==> src/rtl/mem_access_arbiter_if.sv <==
// ---------------------------------------------------------------------------
// mem_access_arbiter_if
//
// Purpose: bundles every requester-side and RAM-side signal of the shared
//          memory arbiter so that the datapath/RAM environment and the
//          arbiter connect through a single port.
//
// Parameters:
//   DATA_WIDTH     word width
//   ADDRESS_WIDTH  word address width
//
// Signals (direction as seen by the arbiter, modport slave):
//   if_req    in   fetch request, level, held until if_done
//   if_addr   in   fetch address
//   if_rdata  out  registered fetch data
//   if_done   out  one-cycle fetch completion pulse
//   ls_req    in   load/store request, level, held until ls_done
//   ls_we     in   1 = write, 0 = read
//   ls_addr   in   load/store address
//   ls_wdata  in   store data
//   ls_rdata  out  registered load data
//   ls_done   out  one-cycle load/store completion pulse
//   mem_addr  out  RAM address
//   mem_wdata out  RAM write data
//   mem_rd    out  RAM read strobe
//   mem_wr    out  RAM write strobe
//   mem_rdata in   RAM read data
//   busy      out  arbiter not idle
//
// Handshake: a requester raises its req level together with its address
// (and, for LS, we/wdata) and keeps req high until it sees its done pulse.
// The arbiter latches address/data at grant, so the request fields only
// need to be stable in the cycle the grant is taken. done is high for
// exactly one cycle per granted transaction; a req still high after the
// arbiter returns to idle is taken as a new request.
//
// modport master: requester/RAM environment (drives reqs and mem_rdata).
// modport slave : the arbiter.
// ---------------------------------------------------------------------------
interface mem_access_arbiter_if #(
  parameter int DATA_WIDTH    = 32,
  parameter int ADDRESS_WIDTH = 9
);

  logic                     if_req;
  logic [ADDRESS_WIDTH-1:0] if_addr;
  logic [DATA_WIDTH-1:0]    if_rdata;
  logic                     if_done;

  logic                     ls_req;
  logic                     ls_we;
  logic [ADDRESS_WIDTH-1:0] ls_addr;
  logic [DATA_WIDTH-1:0]    ls_wdata;
  logic [DATA_WIDTH-1:0]    ls_rdata;
  logic                     ls_done;

  logic [ADDRESS_WIDTH-1:0] mem_addr;
  logic [DATA_WIDTH-1:0]    mem_wdata;
  logic                     mem_rd;
  logic                     mem_wr;
  logic [DATA_WIDTH-1:0]    mem_rdata;

  logic                     busy;

  modport master (
    output if_req, if_addr,
    input  if_rdata, if_done,
    output ls_req, ls_we, ls_addr, ls_wdata,
    input  ls_rdata, ls_done,
    input  mem_addr, mem_wdata, mem_rd, mem_wr,
    output mem_rdata,
    input  busy
  );

  modport slave (
    input  if_req, if_addr,
    output if_rdata, if_done,
    input  ls_req, ls_we, ls_addr, ls_wdata,
    output ls_rdata, ls_done,
    output mem_addr, mem_wdata, mem_rd, mem_wr,
    input  mem_rdata,
    output busy
  );

endinterface

==> src/rtl/mem_access_arbiter.sv <==
// ---------------------------------------------------------------------------
// mem_access_arbiter
//
// Purpose: sequences a shared single-port RAM between an instruction-fetch
//          requester (IF, read-only) and a load/store requester (LS,
//          read/write). Owns the RAM strobes, arbitration and wait-state
//          counting, and returns a one-cycle done pulse plus registered read
//          data to the requester that won.
//
// Parameters:
//   DATA_WIDTH     word width
//   ADDRESS_WIDTH  word address width
//   WAIT_STATES    extra cycles the RAM needs after the strobe (0..15)
//
// Ports:
//   clk          in   system clock, rising edge
//   clr_n        in   asynchronous active-low reset
//   bus          slave modport of mem_access_arbiter_if (requesters + RAM)
//   dbg_state_o  out  current FSM state (IDLE=0, ACCESS=1, COMPLETE=2,
//                     RELEASE=3)
//
// Build option:
//   MEM_ARB_ROUND_ROBIN_EN  when defined, simultaneous requests alternate
//                           between IF and LS using a last-granted pointer
//                           (reset: LS-last, so IF wins the first tie).
//                           When undefined, LS always beats IF and no
//                           pointer register exists.
//
// Transaction timing (grant taken at edge N):
//   ACCESS   edges N .. N+WAIT_STATES      strobe high WAIT_STATES+1 cycles
//   COMPLETE edge  N+WAIT_STATES+1         done pulse, read data captured
//   RELEASE  edge  N+WAIT_STATES+2         requester drops req
//   IDLE     edge  N+WAIT_STATES+3         earliest next grant one edge later
// ---------------------------------------------------------------------------
module mem_access_arbiter #(
  parameter int DATA_WIDTH    = 32,
  parameter int ADDRESS_WIDTH = 9,
  parameter int WAIT_STATES   = 1
) (
  input  logic                 clk,
  input  logic                 clr_n,
  mem_access_arbiter_if.slave  bus,
  output logic [1:0]           dbg_state_o
);

  typedef enum logic [1:0] {
    ST_IDLE     = 2'd0,
    ST_ACCESS   = 2'd1,
    ST_COMPLETE = 2'd2,
    ST_RELEASE  = 2'd3
  } state_t;

  localparam logic [3:0] WAIT_LOAD = 4'(WAIT_STATES);

  // FSM state and transaction context
  state_t                   state_q;
  logic [3:0]               cnt_q;
  logic                     owner_ls_q;
  logic                     we_q;

  // registered outputs
  logic [ADDRESS_WIDTH-1:0] addr_q;
  logic [DATA_WIDTH-1:0]    wdata_q;
  logic                     rd_q;
  logic                     wr_q;
  logic                     if_done_q;
  logic                     ls_done_q;
  logic [DATA_WIDTH-1:0]    if_rdata_q;
  logic [DATA_WIDTH-1:0]    ls_rdata_q;
  logic                     busy_q;

  // grant decision for the current IDLE cycle
  logic                     any_req_d;
  logic                     pick_ls_d;
  logic                     grant_we_d;

`ifdef MEM_ARB_ROUND_ROBIN_EN
  // 1 = LS was granted last, 0 = IF was granted last
  logic                     last_ls_q;
`endif

  // -------------------------------------------------------------------------
  // Arbitration
  // -------------------------------------------------------------------------
  always_comb begin
    any_req_d = bus.if_req | bus.ls_req;
    pick_ls_d = bus.ls_req;
`ifdef MEM_ARB_ROUND_ROBIN_EN
    // On a tie, grant whichever requester did not win last time; a lone
    // requester wins regardless of the pointer.
    if (bus.if_req && bus.ls_req) begin
      pick_ls_d = ~last_ls_q;
    end
`endif
    // IF is read-only, so the write flag only follows ls_we for LS grants.
    grant_we_d = pick_ls_d & bus.ls_we;
  end

  // -------------------------------------------------------------------------
  // FSM with registered outputs
  // -------------------------------------------------------------------------
  always_ff @(posedge clk or negedge clr_n) begin
    if (!clr_n) begin
      state_q    <= ST_IDLE;
      cnt_q      <= '0;
      owner_ls_q <= 1'b0;
      we_q       <= 1'b0;
      addr_q     <= '0;
      wdata_q    <= '0;
      rd_q       <= 1'b0;
      wr_q       <= 1'b0;
      if_done_q  <= 1'b0;
      ls_done_q  <= 1'b0;
      if_rdata_q <= '0;
      ls_rdata_q <= '0;
      busy_q     <= 1'b0;
`ifdef MEM_ARB_ROUND_ROBIN_EN
      last_ls_q  <= 1'b1;
`endif
    end else begin
      // done is a single-cycle pulse; only the ACCESS exit re-arms it
      if_done_q <= 1'b0;
      ls_done_q <= 1'b0;

      case (state_q)
        ST_IDLE: begin
          if (any_req_d) begin
            owner_ls_q <= pick_ls_d;
            we_q       <= grant_we_d;
            addr_q     <= pick_ls_d ? bus.ls_addr : bus.if_addr;
            // IF carries no store data, so mem_wdata only moves on LS grants
            if (pick_ls_d) begin
              wdata_q <= bus.ls_wdata;
            end
            cnt_q      <= WAIT_LOAD;
            rd_q       <= ~grant_we_d;
            wr_q       <= grant_we_d;
            busy_q     <= 1'b1;
            state_q    <= ST_ACCESS;
`ifdef MEM_ARB_ROUND_ROBIN_EN
            last_ls_q  <= pick_ls_d;
`endif
          end
        end

        ST_ACCESS: begin
          if (cnt_q == 4'd0) begin
            rd_q    <= 1'b0;
            wr_q    <= 1'b0;
            state_q <= ST_COMPLETE;
            // Only the owner's read register moves, and only for reads.
            if (!we_q) begin
              if (owner_ls_q) begin
                ls_rdata_q <= bus.mem_rdata;
              end else begin
                if_rdata_q <= bus.mem_rdata;
              end
            end
            if (owner_ls_q) begin
              ls_done_q <= 1'b1;
            end else begin
              if_done_q <= 1'b1;
            end
          end else begin
            cnt_q <= cnt_q - 4'd1;
          end
        end

        ST_COMPLETE: begin
          state_q <= ST_RELEASE;
        end

        ST_RELEASE: begin
          // Gives the requester a cycle to drop req before IDLE samples it.
          busy_q  <= 1'b0;
          state_q <= ST_IDLE;
        end

        default: begin
          state_q <= ST_IDLE;
        end
      endcase
    end
  end

  // -------------------------------------------------------------------------
  // Output mapping
  // -------------------------------------------------------------------------
  assign bus.mem_addr  = addr_q;
  assign bus.mem_wdata = wdata_q;
  assign bus.mem_rd    = rd_q;
  assign bus.mem_wr    = wr_q;
  assign bus.if_done   = if_done_q;
  assign bus.ls_done   = ls_done_q;
  assign bus.if_rdata  = if_rdata_q;
  assign bus.ls_rdata  = ls_rdata_q;
  assign bus.busy      = busy_q;
  assign dbg_state_o   = state_q;

endmodule

==> src/flat_wrapper.sv <==
// flat-port wrapper written by rule: the top's interface ports become plain ports
module mem_access_arbiter_flat 
#(
  parameter int DATA_WIDTH    = 32,
  parameter int ADDRESS_WIDTH = 9,
  parameter int WAIT_STATES   = 1
)
  (clk, clr_n, dbg_state_o, bus_if_req, bus_if_addr, bus_if_rdata, bus_if_done, bus_ls_req, bus_ls_we, bus_ls_addr, bus_ls_wdata, bus_ls_rdata, bus_ls_done, bus_mem_addr, bus_mem_wdata, bus_mem_rd, bus_mem_wr, bus_mem_rdata, bus_busy);
  mem_access_arbiter_if #(.DATA_WIDTH(DATA_WIDTH), .ADDRESS_WIDTH(ADDRESS_WIDTH)) bus_i ();
  input  logic clk;
  input  logic clr_n;
  output logic [1:0] dbg_state_o;
  input wire logic [$bits(bus_i.if_req)-1:0] bus_if_req;
  input wire logic [$bits(bus_i.if_addr)-1:0] bus_if_addr;
  output wire logic [$bits(bus_i.if_rdata)-1:0] bus_if_rdata;
  output wire logic [$bits(bus_i.if_done)-1:0] bus_if_done;
  input wire logic [$bits(bus_i.ls_req)-1:0] bus_ls_req;
  input wire logic [$bits(bus_i.ls_we)-1:0] bus_ls_we;
  input wire logic [$bits(bus_i.ls_addr)-1:0] bus_ls_addr;
  input wire logic [$bits(bus_i.ls_wdata)-1:0] bus_ls_wdata;
  output wire logic [$bits(bus_i.ls_rdata)-1:0] bus_ls_rdata;
  output wire logic [$bits(bus_i.ls_done)-1:0] bus_ls_done;
  output wire logic [$bits(bus_i.mem_addr)-1:0] bus_mem_addr;
  output wire logic [$bits(bus_i.mem_wdata)-1:0] bus_mem_wdata;
  output wire logic [$bits(bus_i.mem_rd)-1:0] bus_mem_rd;
  output wire logic [$bits(bus_i.mem_wr)-1:0] bus_mem_wr;
  input wire logic [$bits(bus_i.mem_rdata)-1:0] bus_mem_rdata;
  output wire logic [$bits(bus_i.busy)-1:0] bus_busy;
  assign bus_i.if_req = bus_if_req;
  assign bus_i.if_addr = bus_if_addr;
  assign bus_if_rdata = bus_i.if_rdata;
  assign bus_if_done = bus_i.if_done;
  assign bus_i.ls_req = bus_ls_req;
  assign bus_i.ls_we = bus_ls_we;
  assign bus_i.ls_addr = bus_ls_addr;
  assign bus_i.ls_wdata = bus_ls_wdata;
  assign bus_ls_rdata = bus_i.ls_rdata;
  assign bus_ls_done = bus_i.ls_done;
  assign bus_mem_addr = bus_i.mem_addr;
  assign bus_mem_wdata = bus_i.mem_wdata;
  assign bus_mem_rd = bus_i.mem_rd;
  assign bus_mem_wr = bus_i.mem_wr;
  assign bus_i.mem_rdata = bus_mem_rdata;
  assign bus_busy = bus_i.busy;
  mem_access_arbiter #(.DATA_WIDTH(DATA_WIDTH), .ADDRESS_WIDTH(ADDRESS_WIDTH), .WAIT_STATES(WAIT_STATES)) u_core (.clk(clk), .clr_n(clr_n), .bus(bus_i), .dbg_state_o(dbg_state_o));
endmodule
==> config.mk <==
export PLATFORM = sky130hd
export DESIGN_NAME = mem_access_arbiter_flat
export DESIGN_NICKNAME = d
export VERILOG_FILES = /design/src/rtl/mem_access_arbiter_if.sv /design/src/rtl/mem_access_arbiter.sv /design/src/flat_wrapper.sv
export SDC_FILE = /design/constraint.sdc
export NUM_CORES = 1
export LEC_CHECK = 0
export ABC_CLOCK_PERIOD_IN_PS = 3510
export CORE_MARGIN = 2
export CORE_UTILIZATION = 46
export CTS_CLUSTER_DIAMETER = 120
export DETAILED_ROUTE_END_ITERATION = 16
export PLACE_DENSITY = 0.9
export REMOVE_ABC_BUFFERS = 1
export SLEW_MARGIN = 20
export SYNTH_ARGS = -nofsm -noshare
export SYNTH_HDL_FRONTEND = slang
export SYNTH_SLANG_ARGS = --single-unit
==> constraint.sdc <==
create_clock -name clk -period 3.51 [get_ports clk]
set_input_delay 0.702 -clock clk [delete_from_list [all_inputs] [get_ports clk]]
set_output_delay 0.702 -clock clk [all_outputs]
set_load 0.02 [all_outputs]
==> run_results.csv <==
group,metric,value,unit
timing,finalSetupViolCount,0,
floorplan,rows,37,
yosys,synth_area,4840,um2
timing,tightest_slew,707,ps
global_route,grt-ovfl-total,0,
yosys,syn_area_per_cell,15.4,um2
detailed_routing,drc_errors,0,
yosys,synth_top_area_share,61.0,%
timing,worst_slack,865,ps
yosys,async_flop_share,100,%
hold_path,min_path_type,"in2async",
timing,hold_violations,0,
floorplan,dieHeight,107,um
power,comb_power_share,45.4,%
detailed_routing,wl_per_cell,17.3,um
yosys,synth_area_leader_cell,"dfrtp_1",
power,seqPwrFrac,31.2,%
detailed_routing,ant_nets,0,
floorplan,initial_core_util,47.1,%
global_route,globalRouteTotalUtil,20.7,%
timing,drv_slew,0,
power,p_int,5230,uW
setup_path,endpoint_kind,"flop",
yosys,synth_commonest_cells,"dfrtp_1 (118), mux2_2 (65), mux2_4 (30), nand2_1 (14), o21ai_0 (13)",
global_route,grt_max_degree,56,
placement,hpwlAfterDp,8530,um
yosys,synth-simple-area-share,4.58,%
cts,clk_latency,490,ps
power,p_per_area,1040,nW/um2
setup_path,start_kind,"flop",
placement,place_ws,866,ps
timing,setup_tns,0,ps
yosys,ys_seq_area_share,61.0,%
detailed_routing,via_per_inst,5.01,
timing,relSlewSlack,52.8,%
setup_path,cp.arrival,3010,ps
cts,clk_pin_slew,60,ps
floorplan,dieArea,11400,um2
floorplan,core_area,10300,um2
layout,nNetsFinal,618,
power,vdd_drop_max,598,uV
yosys,synth.most_common_cell,"dfrtp_1",
layout,fin_util,74.3,%
layout,syn_to_final_growth,57.7,%
cts,clock_path_buffers,2,
layout,stdcell_area,7630,um2
yosys,synthTopCellsByArea,"dfrtp_1 (61%), mux2_2 (15%), mux2_4 (9.3%), ha_1 (2.1%), mux2i_1 (2.1%)",
timing,finalCriticalPeriod,2640,ps
timing,timing.fmax,378,MHz
detailed_routing,drt_iter0_drc,153,
yosys,synth_compound_area_share,2.92,%
timing,rsz0062_at_grt,"false",
floorplan,io_pins,199,
timing,worst_clock_skew,12.2,ps
cts,hold_buffers,0,
timing,hold_ws,262,ps
setup_path,required,3880,ps
global_route,grt_pass1_wl,18400,um
yosys,netlist_instances,314,
power,p_sw,2700,uW
floorplan,die_width,107,um
timing,timing.final.crit_share,75.4,%
global_route,antenna_found_initial,0,
yosys,synth_top_family_by_area,"multiplexers",
cts,cts_setup_buffers,0,
power,clkPwrFrac,23.5,%
cts,postCtsResizedCells,0,
yosys,synth_fa_ha_area_share,2.07,%
power,leakage,0.00336,uW
cts,cts_tree,"built",
status,status,"finished clean",
setup_path,cp_max_fo,20,
yosys,synthXorXnorAreaFrac,0,%
power,p_sw_share,34.0,%
placement,place.port_buffers,198,
cts,numCtsBuffers,17,
detailed_routing,totalWireLength,11600,um
flow_run,cap_violations,0,
yosys,synth-seq-cells,118,
detailed_routing,vias,3369,
yosys,synth_flop_cell,"dfrtp_1",
placement,routabilityCongestion,0.749,
yosys,synthDistinctLibCells,35,
global_route,grt_pass1_vias,3684,
layout,drive_gt1_share,26.1,%
detailed_routing,firstDrtPassIters,4,
setup_path,crit_type,"reg2reg",
cts,h-tree-depth,4,
cts,clock-sinks,118,
placement,placed_cell_area,6990,um2
yosys,synthMuxAreaShare,27.2,%
cts,clockRootBuffer,"clkbuf_8",
yosys,yosys_warnings,0,
layout,diodes,0,
yosys,synth-edff-count,0,
metal layers:
metal  vias to the layer above  track usage [%]  wire length (um)
met3                        12             6.81               905
met2                       162             34.8              5950
li1                       1534                -                 -
met1                      1661             25.1              4620
met5                         -                0                 0
met4                         0             7.05               174
placed cells by master, fill, tap and decap left out, types with 3 or more instances in the layout:
cell and n:
clkdlybuf4s50_1 197, dfrtp_1 118, mux2_2 65, mux2_4 30, clkbuf_16 16, nand2_1 14
o21ai_0 12, mux2i_1 10, ha_1 8, inv_1 6, buf_4 6, bufinv_16 5
nor2_1 4, mux2_1 3, or3b_2 3, nand2b_1 3, clkinv_4 3, inv_6 3
registers in the layout (all words and copies together) (netlist names):
signal                flops
u_core.bus.busy           1
u_core.bus.if_done        1
u_core.bus.if_rdata      32
u_core.bus.ls_done        1
u_core.bus.ls_rdata      32
u_core.bus.mem_addr       9
u_core.bus.mem_rd         1
u_core.bus.mem_wdata     32
u_core.bus.mem_wr         1
u_core.cnt_q              4
u_core.dbg_state_o        2
u_core.owner_ls_q         1
u_core.we_q               1
worst max-delay path, cell delays in order (launching register included):
cell and delay, ps:
dfrtp_1 420, inv_1 150, ha_1 450, nand4bb_4 170, or3b_2 740, buf_12 270
mux2_4 310
worst paths after layout:
path	depth (start not counted)	slack (ps)	from	to
setup / recovery	6	870	u_core.dbg_state_o[1]	u_core.bus.ls_rdata[5]
hold reg to reg	2	480	u_core.bus.mem_addr[0]	u_core.bus.mem_addr[0]
min in group clk	2	480	u_core.bus.mem_addr[0]	u_core.bus.mem_addr[0]
hold / removal	1	260	clr_n	u_core.bus.if_rdata[23]
setup reg to reg	6	870	u_core.dbg_state_o[1]	u_core.bus.ls_rdata[5]
max in group asynchronous	2	2490	clr_n	u_core.bus.mem_wdata[24]
through the flow:
step | std cells | total power, uW
after floorplan | 299 | 4300
after global placement | 639 | 5930
after detailed placement | 640 | 6090
after CTS | 672 | 7990
after global routing | 672 | 8310
final | 672 | 7930
area by class of cell:
type,instances,area [um2]
Sequential cell,118,2950
Fill cell,653,2650
Timing Repair Buffer,205,2060
Multi-Input combinational cell,175,1790
Clock buffer,18,418
Clock inverter,14,223
Tap cell,136,170
Inverter,6,22.5
power groups by stage:
stage	Sequential, uW	Clock, uW	Combinational, uW
5_1_grt	2550	1960	3790
3_5_place_dp	2480	0	3610
3_3_place_gp	2430	0	3490
2_1_floorplan	3220	0	1090
4_1_cts	2470	1890	3630
6_report	2470	1860	3600
cells by family (layout without fill, tap and decap cells):
| group | after synthesis | in the layout |
|---|---|---|
| and+or+nand+nor | 36 | 36 |
| buffers and inverters | 21 | 243 |
| AOI/OAI and AO/OA | 23 | 23 |
| DFF | 118 | 118 |
| muxes | 108 | 108 |
| adders and majority gates | 8 | 8 |
No activity file was read; power rests on OpenSTA's default activity.
